<file path="config.mk">
export PLATFORM = sky130hd
export DESIGN_NAME = pool2x2_stream
export DESIGN_NICKNAME = d
export VERILOG_FILES = /design/src/rtl/pool2x2_stream.sv
export SDC_FILE = /design/constraint.sdc
export NUM_CORES = 1
export LEC_CHECK = 0
export ABC_CLOCK_PERIOD_IN_PS = 10280
export BUFFER_PORTS_ARGS = -buffer_cell sky130_fd_sc_hd__buf_2
export CAP_MARGIN = 25
export CORE_ASPECT_RATIO = 1.75
export CORE_UTILIZATION = 55
export CTS_CLUSTER_SIZE = 40
export DETAILED_ROUTE_END_ITERATION = 16
export GPL_TIMING_DRIVEN = 0
export MAX_ROUTING_LAYER = met4
export PLACE_DENSITY_LB_ADDON = 0.12
export SLEW_MARGIN = 0
export SYNTH_ARGS = -nofsm -noshare
export SYNTH_HDL_FRONTEND = slang
export SYNTH_SLANG_ARGS = --single-unit
</file>
<file path="constraint.sdc">
create_clock -name clk -period 10.28 [get_ports clk]
set_input_delay 2.056 -clock clk [delete_from_list [all_inputs] [get_ports clk]]
set_output_delay 2.056 -clock clk [all_outputs]
set_load 0.005 [all_outputs]
</file>
<file path="src/rtl/pool2x2_stream.sv">
// pool2x2_stream
//   Non-overlapping 2x2 pooling over a DIM x DIM matrix that arrives row-major,
//   one word per din_valid beat. Produces a (DIM/2)x(DIM/2) row-major result
//   stream. Only a DIM/2-entry line buffer of partial window results is kept.
//
//   Build option: define POOL_AVG_EN for average pooling (window sum >> 2,
//   truncating). Left undefined, the block does unsigned max pooling.
//
// Ports
//   clk        rising-edge clock
//   rst_n      synchronous active-low reset
//   start      one-cycle pulse arming a new frame (restarts a running one)
//   din_valid  din holds a matrix element this cycle
//   din        matrix element, unsigned DW bits
//   dout_valid single-cycle pulse: dout holds a new pooled result
//   dout       pooled result, held between pulses
//   busy       a frame is armed and in progress
//   doneP      pulse coincident with the final result of a frame
module pool2x2_stream #(
  parameter int DW  = 16,
  parameter int DIM = 14
) (
  input  logic          clk,
  input  logic          rst_n,
  input  logic          start,
  input  logic          din_valid,
  input  logic [DW-1:0] din,
  output logic          dout_valid,
  output logic [DW-1:0] dout,
  output logic          busy,
  output logic          doneP
);

  localparam int CW = $clog2(DIM);
  localparam int NL = DIM / 2;
  localparam int IW = (NL > 1) ? $clog2(NL) : 1;
`ifdef POOL_AVG_EN
  // hold carries up to three summed words, line buffer up to two
  localparam int HW = DW + 2;
  localparam int LW = DW + 1;
`else
  localparam int HW = DW;
  localparam int LW = DW;
`endif

  typedef enum logic {IDLE = 1'b0, RUN = 1'b1} state_t;

  state_t          state, state_nxt;
  logic [CW-1:0]   row, col;
  logic [HW-1:0]   hold;
  logic [LW-1:0]   lb [NL];
  logic            at_last, accept;
  logic [IW-1:0]   idx;
  logic [HW-1:0]   din_x, src, merged;

  // Combine a partial window value with a new element.
  function automatic logic [HW-1:0] f_merge(input logic [HW-1:0] a,
                                            input logic [HW-1:0] b);
`ifdef POOL_AVG_EN
    return a + b;
`else
    return (a > b) ? a : b;
`endif
  endfunction

  // Reduce the completed window value to an output word.
  function automatic logic [DW-1:0] f_final(input logic [HW-1:0] s);
`ifdef POOL_AVG_EN
    return DW'(s >> 2);
`else
    return DW'(s);
`endif
  endfunction

  assign at_last = (row == CW'(DIM - 1)) && (col == CW'(DIM - 1));
  // start drops a coincident word, except the very last word of a frame,
  // which still completes so its result is emitted.
  assign accept  = (state == RUN) && din_valid && (!start || at_last);
  assign idx     = IW'(col >> 1);
  assign din_x   = HW'(din);
  // Odd row, even column pulls the upper-row partial from the line buffer;
  // every other combining position continues from hold.
  assign src     = (row[0] && !col[0]) ? HW'(lb[idx]) : hold;
  assign merged  = f_merge(src, din_x);
  assign busy    = (state == RUN);

  always_ff @(posedge clk) begin
    if (!rst_n) state <= IDLE;
    else        state <= state_nxt;
  end

  always_comb begin
    state_nxt = state;
    case (state)
      IDLE: if (start) state_nxt = RUN;
      RUN: begin
        if (start)                   state_nxt = RUN;
        else if (accept && at_last)  state_nxt = IDLE;
      end
      default: state_nxt = IDLE;
    endcase
  end

  always_ff @(posedge clk) begin
    if (!rst_n) begin
      row        <= '0;
      col        <= '0;
      hold       <= '0;
      for (int i = 0; i < NL; i++) lb[i] <= '0;
      dout_valid <= 1'b0;
      dout       <= '0;
      doneP      <= 1'b0;
    end else begin
      dout_valid <= 1'b0;
      doneP      <= 1'b0;

      if (start) begin
        row <= '0;
        col <= '0;
      end else if (accept) begin
        if (col == CW'(DIM - 1)) begin
          col <= '0;
          row <= (row == CW'(DIM - 1)) ? '0 : row + 1'b1;
        end else begin
          col <= col + 1'b1;
        end
      end

      // Window accumulation; result registered one cycle after 4th element
      if (accept) begin
        case ({row[0], col[0]})
          2'b00: hold    <= din_x;
          2'b01: lb[idx] <= LW'(merged);
          2'b10: hold    <= merged;
          default: begin
            dout       <= f_final(merged);
            dout_valid <= 1'b1;
            doneP      <= at_last;
          end
        endcase
      end
    end
  end

endmodule

</file>
==> results.ini, run 1 <==
[run_status]
outcome = finished, final reports clean

[power]
vdd_drop_max_uv = 122.3
power.switching_uw = 335.2
p_int_uw = 1141
clkPwrFrac_pct = 43.3
p_seq_share_pct = 51.5
p_leak_uw = 0.003361
switching_share_pct = 22.71
p_comb_share_pct = 5.1
power_density_nw_per_um2 = 162.8
power_uw = 1476

[synth]
synthCells = 749
async_reset_ff_share_pct = 0
ys.flop_type = edfxtp_1
yosysSeqAreaShare_pct = 57.30
ys_ff_latch = 174
synth_nets = 785
synthDistinctLibCells = 44
synth-edff-count = 112
synth_warnings = 0
yosys.area.top_type = edfxtp_1
yosys.area.top_type_share_pct = 41.86
synth_area_um2 = 8035
syn_avg_cell_area_um2 = 10.73
synth.area.top_cells = edfxtp_1, dfxtp_1, mux2i_1, nor2_1, nand2_1

[sta]
finalSetupTns_ps = 0
whs_ps = 449.1
clock-skew-final_ps = 13.80
period_share_pct = 44.30
fin_ws_ps = 5726
hold_viol_final = 0
tightest_slew_ps = 816.9
relSlewSlack_pct = 45.42
drv_slew = 0
grt_setup_unrepaired = no
fin_crit_ps = 4554
max_freq_mhz = 219.6
setup_viol = 0

[die]
die_area_um2 = 15120
core_um2 = 14300
start_util_pct = 56.21
rows = 58
ios = 39
die_height_um = 161.9
fp.dieW_um = 93.37

[clocking]
h-tree-depth = 4
cts_buffers = 17
clk_path_buf_depth = 2
ctsResizeCount = 0
postCtsSetupRepairBufs = 0
cts_hold_buf = 0
clk_latency_ps = 430
tritoncts = yes
cts_num_sinks = 174
path_clk_slew_ps = 70
root_buffer = clkbuf_16

[layout]
layout-drive-gt1-share_pct = 12.32
finish.net_count = 843
antenna_cells = 0
syn_to_final_growth_pct = 12.86
final_cell_mix = nor2_1, edfxtp_1, nand2_1
mostFrequentLayoutCell = nor2_1
final_area_um2 = 9069

[drt]
drt_iter0_markers = 558
drtPass1Iterations = 5
vias = 5854
wl_um = 20190
routed_via_density = 5.854
wl_per_cell_um = 20.19
ant_nets = 0
drc = 0

[placed_design]
io_buffer_count = 37
post-place-ws_ps = 5371
hpwl_um = 15400
placed_area_um2 = 8482
gp_congestion = 0.9624

[worst_setup_path]
startpoint_type = flop
cp-end-kind = flop
critical_path_class = reg2reg
worst_ep_arrival_time_ps = 4700
reg2reg_slack_ps = 5730
crit_fanout = 10
critPathRequiredTime_ps = 10430

[hold_path]
hold_path.class = reg2reg

[global_routing]
grt_pass1_vias = 5862
grt_remaining_overflow = 0
antenna_found_initial = 0
grt_pass1_wl_um = 31040
grt_usage_pct = 28.94
grt_max_degree = 18

[run]
cap_violations = 0

-- cell families after synthesis --
kind of cell             share of synthesized area, %
AO/OA/AOI/OAI                                   9.343
buffers and inverters                           3.628
adder cells (fa/ha/maj)                         2.491
AND/OR/NAND/NOR                                 15.07
multiplexers                                    11.83
flip-flops                                      57.30
XOR/XNOR                                       0.3271
-- path summary, 6_finish.rpt --
path | from | endpoint | cells after the start
max | flop | lb[2][13] | 15
max reg2reg | flop | lb[2][13] | 15
min | dout[10] | dout[10] | 2
min reg2reg | dout[10] | dout[10] | 2
-- state kept, by name, indices dropped and copies added (netlist names), named ones only --
name / count
hold: 16
row: 4
dout_valid: 1
col: 4
doneP: 1
busy: 1
lb: 128
dout: 16
-- stage by stage --
stage / instances / utilization (%)
finish: 1000 / 63.43
global route: 1000 / 63.43
CTS: 1000 / 63.43
detailed placement: 968 / 59.33
global placement: 966 / 59.08
floorplan: 749 / -
-- cell type report --
class                           instances  area, µm²
Fill cell                            1150       5228
Sequential cell                       174       4604
Multi-Input combinational cell        507       3146
Clock buffer                           18      429.2
Tap cell                              180      225.2
Buffer                                 50      224.0
Timing Repair Buffer                   39      215.2
Clock inverter                         14      157.7
Inverter                               18      67.56
-- synth_stat cells, types with 3 or more instances --
master    instances
buf_2            10
o21ai_0          49
edfxtp_1        112
nor3b_1           3
or3_1             3
mux2i_4           9
a31oi_1          16
mux2i_1          65
mux2i_2           6
nand2b_1          5
a22oi_1          32
nor2_1          124
ha_1             16
o21ai_1           3
nor2b_1           4
inv_1            18
a21oi_1          12
nand2_1          92
nand3_1          36
clkbuf_1         38
nor3_1            5
dfxtp_1          62
-- per-layer routing --
metal	vias to the layer above	global-route usage [%]	share of wire, %
met2	214	54.01	57
li1	2786	-	-
met1	2814	30.54	37
met3	40	3.277	4.3
met5	-	-	0
met4	0	11.26	2.5
-- critical path, cell delays in order, from the launching register on --
cell and delay [ps]:
dfxtp_1 310, clkbuf_1 460, buf_2 480, mux2i_1 260, a22oi_1 140, nand3_1 150, nand2_1 130, ha_1 340
nand4_2 180, nor4_1 370, a21boi_1 210, o41a_1 190, buf_6 180, buf_12 210, mux2i_4 540, nor2_1 120
-- power groups by stage --
stage / clock network [µW] / registers [µW] / logic [µW]
after floorplan: 0 / 774 / 47.0
after detailed placement: 0 / 776 / 75.5
after global routing: 662 / 762 / 81.7
final: 640 / 760 / 75.8
after global placement: 0 / 775 / 72.5
after CTS: 638 / 760 / 75.7
Note: power is estimated with default switching activity, not from simulation.
==> run 2, diff against run 1 <==
--- a/config.mk
+++ b/config.mk
@@ -5,7 +5,7 @@
 export SDC_FILE = /design/constraint.sdc
 export NUM_CORES = 1
 export LEC_CHECK = 0
-export ABC_CLOCK_PERIOD_IN_PS = 10280
+export ABC_CLOCK_PERIOD_IN_PS = 3800
 export BUFFER_PORTS_ARGS = -buffer_cell sky130_fd_sc_hd__buf_2
 export CAP_MARGIN = 25
 export CORE_ASPECT_RATIO = 1.75
==> constraint.sdc (replaced) <==
create_clock -name clk -period 3.8 [get_ports clk]
set_input_delay 0.76 -clock clk [delete_from_list [all_inputs] [get_ports clk]]
set_output_delay 0.76 -clock clk [all_outputs]
set_load 0.005 [all_outputs]
==> results.ini, run 2 (synthesis results as in run 1) <==
[run_status]
outcome = finished, final reports clean

[sta]
relSlewSlack_pct = 45.08
setup_viol = 0
drv_slew = 0
period_share_pct = 96.49
fin_ws_ps = 133.2
hold_viol_final = 0
max_freq_mhz = 272.7
fin_crit_ps = 3667
tightest_slew_ps = 821.8
grt_setup_unrepaired = no
clock-skew-final_ps = 11.73

[worst_setup_path]
crit_fanout = 8
worst_ep_arrival_time_ps = 3820
startpoint_type = flop
cp-end-kind = flop
critPathRequiredTime_ps = 3950
critical_path_class = reg2reg
reg2reg_to = lb[2][13]
slowest_stage = o41a_1
critPathMaxStageDelay_ps = 470
reg2reg_slack_ps = 130
cp_common_cell = buf_12
worstRegToRegCells = 16
path_cells = buf_12 > clkbuf_16 > mux2i_1 > a22oi_2 > nand3_1 > nand2_1 > ha_1 > a21oi_1 > nor2_1 > or3_1 > o41a_1 > buf_12 > buf_12 > mux2i_4 > buf_12 > nor2_1

[power]
p_comb_share_pct = 6.4
vdd_drop_max_uv = 336.2
power_density_nw_per_um2 = 414.5
clkPwrFrac_pct = 42.7
switching_share_pct = 22.82
p_leak_uw = 0.003583
power.switching_uw = 923.1
power_uw = 4045
p_int_uw = 3121
p_seq_share_pct = 50.9

[hold_path]
hold_path_depth = 2
hold_path.class = reg2reg
hold_path_end = dout[10]
hold_start = dout[10]

[die]
die_height_um = 161.9
start_util_pct = 56.21
fp.dieW_um = 93.37
die_area_um2 = 15120
ios = 39
rows = 58
core_um2 = 14300

[global_routing]
antenna_found_initial = 0
grt_max_degree = 18
grt_pass1_wl_um = 31550
grt_pass1_vias = 5993
grt_usage_pct = 29.40
grt_remaining_overflow = 0

[placed_design]
placedCellCount = 968
hpwl_um = 15400
post-place-ws_ps = -739.0
gp_congestion = 0.9624
io_buffer_count = 37

[clocking]
tritoncts = yes
clk_latency_ps = 420
path_clk_slew_ps = 70
cts_buffers = 17
clk_path_buf_depth = 2
h-tree-depth = 4
cts_num_sinks = 174
root_buffer = clkbuf_16

[drt]
ant_nets = 0
drtPass1Iterations = 6
routed_via_density = 5.936
vias = 6055
wl_um = 21430
wl_per_cell_um = 21.01
drt_iter0_markers = 621
drc = 0

[layout]
multi_input_area_um2 = 3401
mostFrequentLayoutCell = nor2_1
antenna_cells = 0
largestRegisters = lb x128, dout x16, hold x16
regArea_um2 = 4612
syn_to_final_growth_pct = 21.44
largest_reg_flops = 128
fillers = 1058
finish.net_count = 863
fin_cells = 1020
final_cell_mix = nor2_1, edfxtp_1, nand2_1
post-route-util_pct = 68.26
layout-drive-gt1-share_pct = 19.64
regMostFlops = lb

[run]
cap_violations = 0

run 2: cell types whose count changed in the layout (fill, tap and decap cells not counted), sizes merged:
| cell | delta |
|---|---|
| buf | +21 |
| clkbuf | -2 |
| mux2i | +1 |
run 2: worst max path at each step:
stage / cells after the start / start / endpoint / slack (ps)
floorplan: 15 / flop / lb[5][11] / 310
global placement: 15 / flop / lb[5][13] / -610
detailed placement: 15 / flop / lb[5][13] / -740
CTS: 13 / flop / lb[1][1] / 0.03
global route: 16 / flop / lb[2][13] / 10
finish: 16 / flop / lb[2][13] / 130
run 2: layout make-up:
cell class	count	share of cell area, %
Tap cell	180	2.308
Inverter	18	0.6924
Clock inverter	14	1.616
Buffer	48	3.449
Sequential cell	174	47.26
Clock buffer	18	4.398
Multi-Input combinational cell	508	34.85
Timing Repair Buffer	60	5.424
run 2: timing repair:
| action | in CTS | in global routing |
|---|---|---|
| setup endpoints to repair | 160 | 154 |
| cloned | 0 | 4 |
| hold buffers | 0 | 0 |
| setup buffers | 11 | 7 |
| gates resized for setup | 34 | 58 |
| pin swaps | 0 | 3 |
run 2: power by group through the flow:
stage	sequential [µW]	clock [µW]	combinational [µW]
2_1_floorplan	2090	0	127
3_3_place_gp	2100	0	196
3_5_place_dp	2100	0	204
4_1_cts	2060	1730	234
5_1_grt	2060	1790	276
6_report	2060	1730	260
run 2: stage by stage:
step	hold slack (ps)	cell area [µm²]	setup TNS, ps
2_1_floorplan	440.4	8035	0
3_3_place_gp	434.6	8446	-82490
3_5_place_dp	437.6	8482	-96140
4_1_cts	455.1	9344	0
5_1_grt	484.1	9758	0
6_report	448.6	9758	0
run 2: worst max-delay path: cells and delay by family, from the launching register on:
kind / cells / cell delay [ps]
DFF: 1 / 350
and+or+nand+nor: 5 / 720
adders and majority gates: 1 / 260
muxes: 2 / 340
buffers and inverters: 5 / 800
AOI/OAI and AO/OA: 3 / 920
run 2: metal layers:
| layer | GRT usage [%] | part of all wire (%) |
|---|---|---|
| met4 | 15.80 | 5.3 |
| met3 | 3.699 | 4.4 |
| met2 | 53.07 | 55 |
| met5 | - | 0 |
| met1 | 30.52 | 35 |
==> run 3, diff against run 2 <==
--- a/config.mk
+++ b/config.mk
@@ -9,6 +9,7 @@
 export BUFFER_PORTS_ARGS = -buffer_cell sky130_fd_sc_hd__buf_2
 export CAP_MARGIN = 25
 export CORE_ASPECT_RATIO = 1.75
+export CORE_MARGIN = 5
 export CORE_UTILIZATION = 55
 export CTS_CLUSTER_SIZE = 40
 export DETAILED_ROUTE_END_ITERATION = 16
==> results.ini, run 3 (synthesis results as in run 1) <==
[placed_design]
gp_congestion = 0.8652
post-place-ws_ps = -743.8
hpwl_um = 15370
io_buffer_count = 37
placedCellCount = 968

[layout]
syn_to_final_growth_pct = 20.26
mostFrequentLayoutCell = nor2_1
largestRegisters = lb x128, dout x16, hold x16
final_cell_mix = nor2_1, edfxtp_1, nand2_1
fillers = 1082
fin_cells = 1017
regArea_um2 = 4609
largest_reg_flops = 128
layout-drive-gt1-share_pct = 18.04
multi_input_area_um2 = 3334
post-route-util_pct = 67.25
regMostFlops = lb
finish.net_count = 860
antenna_cells = 0

[hold_path]
hold_path.class = reg2reg
hold_path_depth = 2
hold_start = dout[0]
hold_path_end = dout[0]

[drt]
drc = 0
routed_via_density = 5.918
wl_met2_um = 11840
met3WireLength_um = 1066
vias = 6019
wl_met1_um = 7492
wl_per_cell_um = 20.85
drt_iter0_markers = 510
wl_um = 21210
highest_layer = met4
drtPass1Iterations = 7
ant_nets = 0

[global_routing]
grt_pass1_wl_um = 32900
grt_remaining_overflow = 0
grt_pass1_vias = 6085
antenna_found_initial = 0
grt_usage_pct = 26.43
grt_max_degree = 18

[die]
fp.dieW_um = 101.4
core_um2 = 14370
die_height_um = 169.9
start_util_pct = 55.92
ios = 39
rows = 58
die_area_um2 = 17220

[worst_setup_path]
startpoint_type = flop
reg2reg_to = lb[1][0]
worstRegToRegCells = 15
reg2reg_slack_ps = 100
slowest_stage = o41a_1
path_cells = nor2b_1 > buf_2 > buf_4 > a22oi_1 > nand3_1 > nand2_1 > ha_1 > nand2_1 > nor3_1 > or3_1 > o41a_1 > buf_12 > clkbuf_16 > mux2_4 > nor2_1
critical_path_class = reg2reg
worst_ep_arrival_time_ps = 3980
cp-end-kind = flop
critPathMaxStageDelay_ps = 470
cp_common_cell = nand2_1
crit_fanout = 10
critPathRequiredTime_ps = 4070

[clocking]
h-tree-depth = 4
cts_buffers = 17
root_buffer = clkbuf_16
cts_num_sinks = 174
clk_path_buf_depth = 2
path_clk_slew_ps = 70
clk_latency_ps = 440
cts_hold_buf = 0
tritoncts = yes

[power]
p_comb_share_pct = 6.2
p_leak_uw = 0.003586
p_seq_share_pct = 49.6
p_int_uw = 3206
power_density_nw_per_um2 = 428.9
switching_share_pct = 22.65
clkPwrFrac_pct = 44.2
power.switching_uw = 938.9
vdd_drop_max_uv = 339.5
power_uw = 4145

[sta]
relSlewSlack_pct = 44.53
clock-skew-final_ps = 13.09
period_share_pct = 97.45
fin_ws_ps = 97.06
fin_crit_ps = 3703
whs_ps = 453.0
setup_viol = 0
tightest_slew_ps = 830.0
drv_slew = 0
max_freq_mhz = 270.1
hold_viol_final = 0

[run]
cap_violations = 0

[run_status]
outcome = finished, final reports clean

==> run 3: cell types whose count changed in the layout (fill, tap and decap cells not counted), sizes merged <==
cell	change
clkinv	-3
inv	+1
clkinvlp	-1
clkbuf	-2
buf	+2
==> run 3: routing by layer <==
metal	track usage, %	vias to the layer above
li1	-	2837
met3	4.184	45
met5	-	-
met4	12.09	0
met1	28.53	2904
met2	46.75	233
==> run 3: timing repair <==
action                     in CTS  in global routing
pin swaps                       0                  2
setup buffers                  13                  5
gates resized for setup        32                 51
setup endpoints to repair     160                157
gates cloned                    1                  1
==> run 3: how the worst max path moves through the flow <==
stage	to
floorplan	lb[5][11]
global placement	lb[5][13]
detailed placement	lb[4][13]
CTS	lb[2][13]
global route	lb[5][0]
finish	lb[1][0]
==> run 3: power by group through the flow <==
stage	registers, µW	logic [µW]	clock network, µW
6_report	2060	258	1830
5_1_grt	2060	277	1930
4_1_cts	2060	244	1820
3_5_place_dp	2100	204	0
3_3_place_gp	2100	197	0
2_1_floorplan	2090	127	0
==> run 3: critical path: cells and delay by family, from the launching register on <==
family | cells | cell delay [ps]
AND/OR/NAND/NOR | 7 | 1140
adder cells (fa/ha/maj) | 1 | 240
AO/OA/AOI/OAI | 2 | 750
flip-flops | 1 | 340
multiplexers | 1 | 370
buffers and inverters | 4 | 700
==> run 3: area by class of cell <==
type,instances,share of cell area [%]
tap,180,2.331
timing repair buffer,58,4.920
clock inverter,11,1.450
inverter,18,0.6992
multi-input combinational,508,34.51
sequential,174,47.70
buffer,47,3.392
clock buffer,21,4.998
==> run 3: stage by stage <==
stage,TNS (ps),area [µm²]
detailed placement,-101430,8482
CTS,-47.98,9428
floorplan,0,8035
global route,-42.85,9663
global placement,-86560,8446
finish,0,9663
